**src/rtl/imem_loader_pkg.sv**
```systemverilog
`default_nettype none
// ============================================================================
// Module   : imem_loader_pkg
// Purpose  : Shared types and constants for the instruction-memory loader.
// Ports    : none (package)
// Revision : 1.0 - initial release
// ============================================================================
package imem_loader_pkg;

   // Bytes assembled per instruction word and byte stride between words.
   localparam int BYTES_PER_WORD = 4;
   localparam int WORD_STRIDE    = 4;

   // Loader FSM encoding.
   localparam logic [2:0] ST_IDLE  = 3'd0;
   localparam logic [2:0] ST_HDR   = 3'd1;
   localparam logic [2:0] ST_DATA  = 3'd2;
   localparam logic [2:0] ST_WRITE = 3'd3;
   localparam logic [2:0] ST_DONE  = 3'd4;
   localparam logic [2:0] ST_ERR   = 3'd5;

   // Named view of the same encoding, handy in waveform viewers.
   typedef enum logic [2:0] {
      IDLE  = ST_IDLE,
      HDR   = ST_HDR,
      DATA  = ST_DATA,
      WRITE = ST_WRITE,
      DONE  = ST_DONE,
      ERR   = ST_ERR
   } state_e;

endpackage : imem_loader_pkg
`default_nettype wire

```
**src/rtl/imem_loader_if.sv**
```systemverilog
`default_nettype none
// ============================================================================
// Module   : imem_loader_if
// Purpose  : Byte-stream input handshake plus instruction-memory write port.
// Signals  : in_valid/in_data/in_ready - byte stream (valid/ready)
//            mem_we/mem_addr/mem_wdata - single write port to instr memory
// Modports : master - stream source / memory sink (environment side)
//            slave  - the loader itself
// Revision : 1.0 - initial release
// ============================================================================
interface imem_loader_if;
   logic        in_valid;
   logic [7:0]  in_data;
   logic        in_ready;
   logic        mem_we;
   logic [31:0] mem_addr;
   logic [31:0] mem_wdata;

   modport master (output in_valid, in_data,
                   input  in_ready, mem_we, mem_addr, mem_wdata);
   modport slave  (input  in_valid, in_data,
                   output in_ready, mem_we, mem_addr, mem_wdata);
endinterface : imem_loader_if
`default_nettype wire

```
**src/rtl/imem_loader_byte_assembler.sv**
```systemverilog
`default_nettype none
// ============================================================================
// Module   : byte_assembler
// Purpose  : Collects 4 stream bytes into a little-endian 32-bit word.
// Ports    : clk, rst  - clock, async active-high reset
//            take_i    - a byte is transferred this cycle
//            clr_i     - restart assembly from byte 0 (wins over take_i)
//            byte_i    - stream byte
//            word_o    - word including the current byte (valid with full_o)
//            full_o    - the 4th byte is taken this cycle
// Revision : 1.0 - initial release
// ============================================================================
module byte_assembler
   import imem_loader_pkg::*;
(
   input  logic        clk,
   input  logic        rst,
   input  logic        take_i,
   input  logic        clr_i,
   input  logic [7:0]  byte_i,
   output logic [31:0] word_o,
   output logic        full_o
);

   logic [1:0]  cnt_q, cnt_d;
   // Only the three older bytes need storage: the newest byte comes straight
   // from byte_i so the completed word is available in the cycle of the 4th
   // transfer, which lets the header decision happen without an extra cycle.
   logic [23:0] shift_q, shift_d;

   assign word_o = {byte_i, shift_q};
   assign full_o = take_i && (cnt_q == 2'(BYTES_PER_WORD - 1));

   always_comb begin
      cnt_d   = cnt_q;
      shift_d = shift_q;
      if (clr_i) begin
         cnt_d   = 2'd0;
         shift_d = 24'd0;
      end else if (take_i) begin
         // Counter wraps to 0 after the 4th byte, ready for the next word.
         cnt_d   = cnt_q + 2'd1;
         shift_d = word_o[31:8];
      end
   end

   always_ff @(posedge clk or posedge rst) begin
      if (rst) begin
         cnt_q   <= 2'd0;
         shift_q <= 24'd0;
      end else begin
         cnt_q   <= cnt_d;
         shift_q <= shift_d;
      end
   end

endmodule : byte_assembler
`default_nettype wire

```
**src/rtl/imem_loader.sv**
```systemverilog
`default_nettype none
// ============================================================================
// Module   : imem_loader
// Purpose  : Fills instruction memory from a byte stream carrying a 32-bit LE
//            word count followed by that many LE instruction words. Holds the
//            core (busy_o) while loading.
// Ports    : clk, rst        - clock, async active-high reset
//            start_i         - one-cycle pulse, begins a load when not busy
//            bus (slave)     - byte stream in, instruction-memory write out
//            busy_o          - load in progress, core PC must be held
//            done_o          - last load completed (sticky until next start)
//            error_o         - last load aborted on bad header (sticky)
//            words_loaded_o  - words written in current/last load
// Revision : 1.0 - initial release
// ============================================================================
module imem_loader
   import imem_loader_pkg::*;
#(
   parameter logic [31:0] BASE_ADDR = 32'h0000_0000,
   parameter int          MAX_WORDS = 256,
   parameter int          CNT_W     = 16
)(
   input  logic             clk,
   input  logic             rst,
   input  logic             start_i,
   imem_loader_if.slave     bus,
   output logic             busy_o,
   output logic             done_o,
   output logic             error_o,
   output logic [CNT_W-1:0] words_loaded_o
);

   logic [2:0]       state_q, state_d;
   logic [31:0]      count_q, count_d;
   logic [31:0]      wdata_q, wdata_d;
   // Also serves as the write index: it equals the index of the next word.
   logic [CNT_W-1:0] words_q, words_d;

   logic        w_ready;
   logic        w_take;
   logic        w_start_ok;
   logic        w_full;
   logic [31:0] w_word;
   logic        w_bad_hdr;
   logic        w_last;
   logic        w_we;

   assign w_ready    = (state_q == ST_HDR) || (state_q == ST_DATA);
   assign w_take     = bus.in_valid && w_ready;
   assign w_start_ok = start_i && ((state_q == ST_IDLE) ||
                                   (state_q == ST_DONE) ||
                                   (state_q == ST_ERR));
   assign w_bad_hdr  = (w_word == 32'd0) || (w_word > 32'(MAX_WORDS));
   assign w_last     = (32'(words_q) == (count_q - 32'd1));
   assign w_we       = (state_q == ST_WRITE);

   byte_assembler u_asm (
      .clk    (clk),
      .rst    (rst),
      .take_i (w_take),
      .clr_i  (w_start_ok),
      .byte_i (bus.in_data),
      .word_o (w_word),
      .full_o (w_full)
   );

   always_comb begin
      state_d = state_q;
      count_d = count_q;
      wdata_d = wdata_q;
      words_d = words_q;
      case (state_q)
         ST_IDLE, ST_DONE, ST_ERR: begin
            if (w_start_ok) begin
               state_d = ST_HDR;
               words_d = '0;
            end
         end
         ST_HDR: begin
            if (w_full) begin
               count_d = w_word;
               state_d = w_bad_hdr ? ST_ERR : ST_DATA;
            end
         end
         ST_DATA: begin
            if (w_full) begin
               wdata_d = w_word;
               state_d = ST_WRITE;
            end
         end
         ST_WRITE: begin
            words_d = words_q + 1'b1;
            state_d = w_last ? ST_DONE : ST_DATA;
         end
         default: state_d = ST_IDLE;
      endcase
   end

   always_ff @(posedge clk or posedge rst) begin
      if (rst) begin
         state_q <= ST_IDLE;
         count_q <= 32'd0;
         wdata_q <= 32'd0;
         words_q <= '0;
      end else begin
         state_q <= state_d;
         count_q <= count_d;
         wdata_q <= wdata_d;
         words_q <= words_d;
      end
   end

   // Address/data are forced to zero outside WRITE so every output reads 0
   // in reset regardless of BASE_ADDR; both are register-driven in WRITE.
   assign bus.in_ready  = w_ready;
   assign bus.mem_we    = w_we;
   assign bus.mem_addr  = w_we ? (BASE_ADDR + 32'(words_q) * 32'(WORD_STRIDE))
                               : 32'd0;
   assign bus.mem_wdata = w_we ? wdata_q : 32'd0;

   assign busy_o         = (state_q == ST_HDR) || (state_q == ST_DATA) ||
                           (state_q == ST_WRITE);
   assign done_o         = (state_q == ST_DONE);
   assign error_o        = (state_q == ST_ERR);
   assign words_loaded_o = words_q;

endmodule : imem_loader
`default_nettype wire
```
**src/flat_wrapper.sv**
```systemverilog
// flat-port wrapper written by rule: the top's interface ports become plain ports
module imem_loader_flat import imem_loader_pkg::*;
#(
   parameter logic [31:0] BASE_ADDR = 32'h0000_0000,
   parameter int          MAX_WORDS = 256,
   parameter int          CNT_W     = 16
)
  (clk, rst, start_i, busy_o, done_o, error_o, words_loaded_o, bus_in_valid, bus_in_data, bus_in_ready, bus_mem_we, bus_mem_addr, bus_mem_wdata);
  imem_loader_if bus_i ();
  input  logic clk;
  input  logic rst;
  input  logic start_i;
  output logic busy_o;
  output logic done_o;
  output logic error_o;
  output logic [CNT_W-1:0] words_loaded_o;
  input wire logic [$bits(bus_i.in_valid)-1:0] bus_in_valid;
  input wire logic [$bits(bus_i.in_data)-1:0] bus_in_data;
  output wire logic [$bits(bus_i.in_ready)-1:0] bus_in_ready;
  output wire logic [$bits(bus_i.mem_we)-1:0] bus_mem_we;
  output wire logic [$bits(bus_i.mem_addr)-1:0] bus_mem_addr;
  output wire logic [$bits(bus_i.mem_wdata)-1:0] bus_mem_wdata;
  assign bus_i.in_valid = bus_in_valid;
  assign bus_i.in_data = bus_in_data;
  assign bus_in_ready = bus_i.in_ready;
  assign bus_mem_we = bus_i.mem_we;
  assign bus_mem_addr = bus_i.mem_addr;
  assign bus_mem_wdata = bus_i.mem_wdata;
  imem_loader #(.BASE_ADDR(BASE_ADDR), .MAX_WORDS(MAX_WORDS), .CNT_W(CNT_W)) u_core (.clk(clk), .rst(rst), .start_i(start_i), .bus(bus_i), .busy_o(busy_o), .done_o(done_o), .error_o(error_o), .words_loaded_o(words_loaded_o));
endmodule
```
**config.mk**
```make
export PLATFORM = sky130hd
export DESIGN_NAME = imem_loader_flat
export DESIGN_NICKNAME = d
export VERILOG_FILES = /design/src/rtl/imem_loader_pkg.sv /design/src/rtl/imem_loader_if.sv /design/src/rtl/imem_loader_byte_assembler.sv /design/src/rtl/imem_loader.sv /design/src/flat_wrapper.sv
export SDC_FILE = /design/constraint.sdc
export NUM_CORES = 1
export LEC_CHECK = 0
export ABC_CLOCK_PERIOD_IN_PS = 4300
export CAP_MARGIN = 20
export CORE_MARGIN = 2
export CORE_UTILIZATION = 45
export DETAILED_ROUTE_END_ITERATION = 10
export GPL_TIMING_DRIVEN = 0
export PLACE_DENSITY = 0.67
export SLEW_MARGIN = 10
export SYNTH_ARGS = -nofsm -noshare
export SYNTH_HDL_FRONTEND = slang
export SYNTH_SLANG_ARGS = --single-unit
```
**constraint.sdc**
```tcl
create_clock -name clk -period 4.3 [get_ports clk]
set_input_delay 0.645 -clock clk [delete_from_list [all_inputs] [get_ports clk]]
set_output_delay 0.645 -clock clk [all_outputs]
set_load 0.01 [all_outputs]
```
; ---- Word level (Yosys, flattened, before mapping)
; Cells that the tools add are included.
[classes]
n_mux = 14
order_cmp = 1
n_eq_ne = 10
addsub = 3
reduce_logical = 17
[op_table]
columns = cell, count
row1 = two-way mux 24 bit, 2
row2 = equality test 16 x 32 -> 1 bit, 1
row3 = greater-than comparator 32 x 9 -> 1 bit (second input constant), 1
row4 = zero test 32 bit, 1
row5 = two-way mux 32 bit, 1
row6 = one-hot mux 16 bit (2 select lines), 1
row7 = subtractor 32 x 1 -> 32 bit (second input constant), 1
row8 = two-way mux 18 bit, 1
row9 = adder 16 x 1 -> 16 bit (second input constant), 1
row10 = two-way mux 16 bit, 1
row11 = two-way mux 3 bit, 5
row12 = one-hot mux 3 bit (4 select lines), 1
row13 = equality test 3 x 2 -> 1 bit (second input constant), 2
row14 = equality test 3 bit (second input constant), 2
row15 = != test 2 bit (second input constant), 3
row16 = AND reduction 2 bit, 3
row17 = logical OR 1 bit, 5
row18 = two-way mux 2 bit, 2
row19 = nonzero test 2 bit, 2
row20 = equality test 3 x 1 -> 1 bit (second input constant), 1
row21 = logical AND 1 bit, 3
row22 = zero test 3 bit, 1
row23 = AND reduction 3 bit, 1
row24 = OR reduction 3 bit, 1
row25 = 2 further kinds, 2
[word_totals]
ff_bits = 109
out_inout_bits = 85
wordCells = 51
inputBits = 12

; ---- Depth between registers and ports, before layout
[depth]
ltp_word = 6
mapped_depth = 9
depth_no_buf = 9

; ---- Cells and area by module
; From an unflattened synthesis, not the netlist that was laid out.
[hier_totals]
cells_unflattened = 567
area_unflattened_um2 = 5945.7
[modules_own_cells]
columns = module, cells_each, seq_area_each_um2, n_inst, area_per_inst_um2
row1 = imem_loader, 472, 2077.0, 1, 4787.1
row2 = byte_assembler, 95, 650.6, 1, 1158.6

; ---- Least setup slack after synthesis
; No wires, ideal clock.
[synth_path]
path_type = reg2reg
startpoint = register u_core.count_q[0]
endpoint = register u_core.state_q[1]
slack_ns = 1.840
required_ns = 4.176
setup_ns = 0.124
path_stages_with_launch = 10
period_less_slack_ns = 2.460
arrival_time_ns = 2.337
n_path_buf = 0
path_cell_list = dfrtp_1 inv_1 ha_1 nor3b_1 nand2_2 nor4_2 a21oi_1 a2111oi_2 o2111ai_1 o31a_1
[synth_via]
elab_chain_len = 4
[synth_rtl]
columns = element, line
row1 = start: declaration, imem_loader.sv:34  ; logic [31:0] count_q, count_d;
row2 = start signal: assignment, imem_loader.sv:107  ; count_q <= count_d;
row3 = subtractor 32 x 1 -> 32 bit, imem_loader.sv:54  ; assign w_last = (32'(words_q) == (count_q - 32'd1));
row4 = equality test 16 x 32 -> 1 bit, imem_loader.sv:54
row5 = two-way mux 3 bit, imem_loader.sv:93  ; state_d = w_last ? ST_DONE : ST_DATA;
row6 = one-hot mux 3 bit (4 select lines), imem_loader.sv:72  ; case (state_q)
row7 = end signal: assignment, imem_loader.sv:106  ; state_q <= state_d;
row8 = end: declaration, imem_loader.sv:33  ; logic [2:0] state_q, state_d;
; Every way passes these cells.
; A chain may end at the register's enable or synchronous reset.

; ---- Final worst setup path
[layout_path]
startpoint = register u_core.state_q[2]
endpoint = output port bus_mem_wdata[25]
[layout_via]
elab_chain_len = 2
[layout_rtl]
columns = element, line
row1 = equality test 3 x 2 -> 1 bit, imem_loader.sv:55  ; assign w_we = (state_q == ST_WRITE);
row2 = two-way mux 32 bit, imem_loader.sv:119  ; assign bus.mem_wdata = w_we ? wdata_q : 32'd0;
row3 = end: declaration, flat_wrapper.sv:22  ; output wire logic [$bits(bus_i.mem_wdata)-1:0] bus_mem_wdata;
; Every way passes these cells.

==> impl_results.md <==
- Cell Chain, Critical Path: clkbuf_1 -> nor2b_1 -> clkbuf_1 -> clkbuf_1 -> and3_1 -> clkdlybuf4s50_1
- Crit path to: bus_mem_wdata[25]
- Max Fclk: ~0.26 GHz
- DRC violation count after routing: 0
- Diode count: 0
- RD Place Congestion: ~0.97
- FF+latch count, synth: around 110
- Synth Area in Adders: 0.651%
- Cell count after synthesis: between 500 and 600
- Reg-to-Reg End: u_core.state_q[1]$_DFFE_PP0P_
- Slew Viols, Final: 0
- CP Data Required Time: between 3000 and 4000 ps
- Fraction of layout cells with a size suffix above 1: about 13%
- TritonCTS clock tree: yes
- Max cap viols: 0
- Worst skew pair latency: about 350 ps
- Cell variety after synth: 52
- Total chip power: a little under 0.004 W
- Crit Path Category: reg -> out
- Final Critical Period: around 3800 ps
- Synth Warn #: 0
- Post-synth EDFFs: 0
- Syn Area/Cell: slightly below 10 sq um
- Port bufs: 80
- Post-synth top area share: between 40% and 50%
- Row cnt: 41
- Final Setup Violations: 0
- CTS root buffer: clkbuf_16
- Pre-antenna DRT Iters: 5
- Commonest non-fill, non-tap cell in the layout: dfrtp_1
- Area of the core: about 13000 sq um
- Synth Area in XOR/XNOR: around 3.5%
- VDD IR max: 0.000230 V
- Initial antenna violation count: 0
- Post-synth top flop: dfrtp_1
- CTS Sinks: about 110
- CTS max path bufs: 2
- Static leakage: roughly 3.4 nW
- Vias per Instance: roughly 5.5
- Clock Skew: 7.19 ps
- Synthesized area: approximately 5800 sq um
- Clock-pin slew on the worst setup and hold paths: approximately 70 ps
- RSZ-0062 raised after global routing: false
- Largest area contributor in the netlist: dfrtp_1
- Least-Margin Pin Slew: roughly 710 ps
- Commonest cells after routing, fill and taps aside: 109 x dfrtp_1, 86 x nand2_1, 80 x clkdlybuf4s50_1
- Final HPWL DP: around 11000 um
- Post-cts resize count: 0
- CP peak stage delay: approximately 560 ps
- Buffers plus inverters on the worst setup path: 4
- Dpl cells: 863
- Async S/R FF share, synth: 100%
- Hold WC Path Type: reg -> reg
- Most area-consuming cells after synthesis: dfrtp_1 47%, mux2_2 9.0%, and3_1 5.9%
- Slew Limit Headroom: a little over half
- GRT Util Overall: 23.5%
- Critical path origin: u_core.state_q[2]$_DFFE_PP0P_
- Synth-to-Final Area Change: 25.0%
- Vias in the first global route: between 4000 and 5000
- Final hold vios: 0
- Initial DRC count: about 430
- FF-to-FF path depth: 9
- Synth Area in Compound Gates: roughly 6.7%
- Final Non-Filler Cells: 879
- Main combinational cell family by area after synthesis: simple AND/OR/NAND/NOR gates
- Mux cell area share after synthesis: 12.6%
- Crit end category: primary output
- CP arrival: between 3000 and 4000 ps
- Most frequent CP cell: clkbuf_1
- Seq/Total Area, Yosys: 47.3%
- Detailed Route WL: ~15000 um
- Pwr Density: roughly 540 nW/um^2
- Die height: roughly 120 um
- Critical-path top delay cell: clkbuf_1
- Chip Width: around 120 um
- First-pass GRT wire length: approximately 25000 um
- CTS H-tree depth: 3
- Total CTS buffers: 9
- I/O Pins: 97
- Nets: 717
- Total number of vias: around 4900
- Status: completed
- Simple-Gate Fraction of Synth Area: between 20% and 30%
- Die area: approximately 14000 sq um
- Final Cycle Share: 89.0%
- Setup Buffers After CTS: 0
- Largest net degree at the start of global routing: slightly below 90
- CP Max Fanout: 10
- DR WL/cell: 17.6 um
- Startpoint class of the critical path: flop
- Critical Path Stages: 6
- Worst R2R Start: u_core.count_q[0]$_DFFE_PP0P_
- Post-cts hold buffer count: 0
- R2r setup slk: 1250 ps
- Post-DRT Antenna Nets: 0
- Starting density of the core: between 40% and 50%
- Critical path's top delay family: buffers and inverters
- Grt total ovfl: 0
-- metrics by stage --
step / hold slack (ps) / TNS (ps) / setup slack [ps] / instance area (sq um) / utilization, %
after detailed placement: 469 / 0 / 880 / 6880 / 54.7
after global placement: 460 / -73560 / -682 / 6840 / 54.4
final: 485 / 0 / 474 / 7210 / 57.3
after global routing: 496 / 0 / 325 / 7210 / 57.3
after floorplan: 449 / 0 / 781 / 5820 / -
after CTS: 486 / 0 / 489 / 7210 / 57.3
-- Yosys cell counts (2+ instances only) --
| master | number |
|---|---|
| a211oi_1 | 2 |
| nand3_1 | 41 |
| inv_1 | 7 |
| a22o_1 | 2 |
| nand4_1 | 8 |
| nand2b_1 | 5 |
| dfrtp_1 | 109 |
| and2_1 | 3 |
| nor2b_1 | 4 |
| mux2_1 | 16 |
| nor4_1 | 12 |
| o21ai_0 | 28 |
| ha_1 | 3 |
| nor3b_1 | 3 |
| nor3_1 | 17 |
| or4_1 | 3 |
| mux2_2 | 46 |
| buf_4 | 16 |
| mux2i_1 | 3 |
| clkbuf_1 | 36 |
| nand2_1 | 86 |
| xor2_1 | 12 |
| o21ai_1 | 4 |
| and3_1 | 54 |
| a21oi_1 | 10 |
| xnor2_1 | 11 |
| nor2_1 | 22 |
| o31ai_1 | 6 |
| nor4_2 | 2 |
-- cell families after synthesis --
family          Yosys count
mux                      65
buf+inv                  61
xor+xnor                 23
compound gates           63
fa+ha+maj                 3
simple gates            269
flops                   109
other cells               1
-- registers in the layout, indices dropped and copies added (netlist names) --
name / flops
u_core.u_asm.cnt_q: 2
u_core.count_q: 32
u_core.wdata_q: 32
u_core.u_asm.shift_q: 24
u_core.state_q: 3
u_core.words_loaded_o: 16
-- per-layer routing --
layer  vias up  track usage [%]  share of wire [%]
met5         -                0                  0
met4         0             6.67                1.5
met3        17             3.66                6.1
met2       181             39.7                 48
met1      2376             31.5                 44
li1       2292                -                  -
-- worst register-to-register path, cell delays in order (launching register included) --
cell	delay (ps)
dfrtp_1	440
inv_1	120
ha_1	200
nor3b_1	610
nand2_2	200
nor4_2	290
a21oi_1	110
a2111oi_2	400
o2111ai_1	230
o31a_1	350
-- report_power, final --
part / switching (W) / internal (W)
Clock: 0.000399 / 0.000519
Sequential: 0.000375 / 0.00129
Combinational: 0.000749 / 0.000562
Total: 0.00152 / 0.00237
-- area by class of cell --
| cell class | instances | area (sq um) |
|---|---|---|
| plain buffers | 53 | 259 |
| clock buffers | 9 | 225 |
| clock inverters | 7 | 105 |
| fillers | 1137 | 5360 |
| inverters | 8 | 35.0 |
| multi-input cells | 439 | 2810 |
| flip-flops and latches | 109 | 2730 |
| well taps | 172 | 215 |
| repair buffers | 82 | 833 |
-- worst min-delay path by stage --
stage / cells after the start / startpoint / slack, ps / to
after floorplan: 1 / u_core.wdata_q[27]$_DFFE_PP0P_ / 450 / u_core.wdata_q[27]$_DFFE_PP0P_
after global placement: 1 / u_core.wdata_q[11]$_DFFE_PP0P_ / 460 / u_core.wdata_q[11]$_DFFE_PP0P_
after detailed placement: 1 / u_core.wdata_q[1]$_DFFE_PP0P_ / 470 / u_core.wdata_q[1]$_DFFE_PP0P_
after CTS: 1 / u_core.wdata_q[1]$_DFFE_PP0P_ / 490 / u_core.wdata_q[1]$_DFFE_PP0P_
after global routing: 1 / u_core.wdata_q[11]$_DFFE_PP0P_ / 500 / u_core.wdata_q[11]$_DFFE_PP0P_
final: 1 / u_core.wdata_q[1]$_DFFE_PP0P_ / 480 / u_core.wdata_q[1]$_DFFE_PP0P_
No activity file was read; power rests on OpenSTA's default activity.
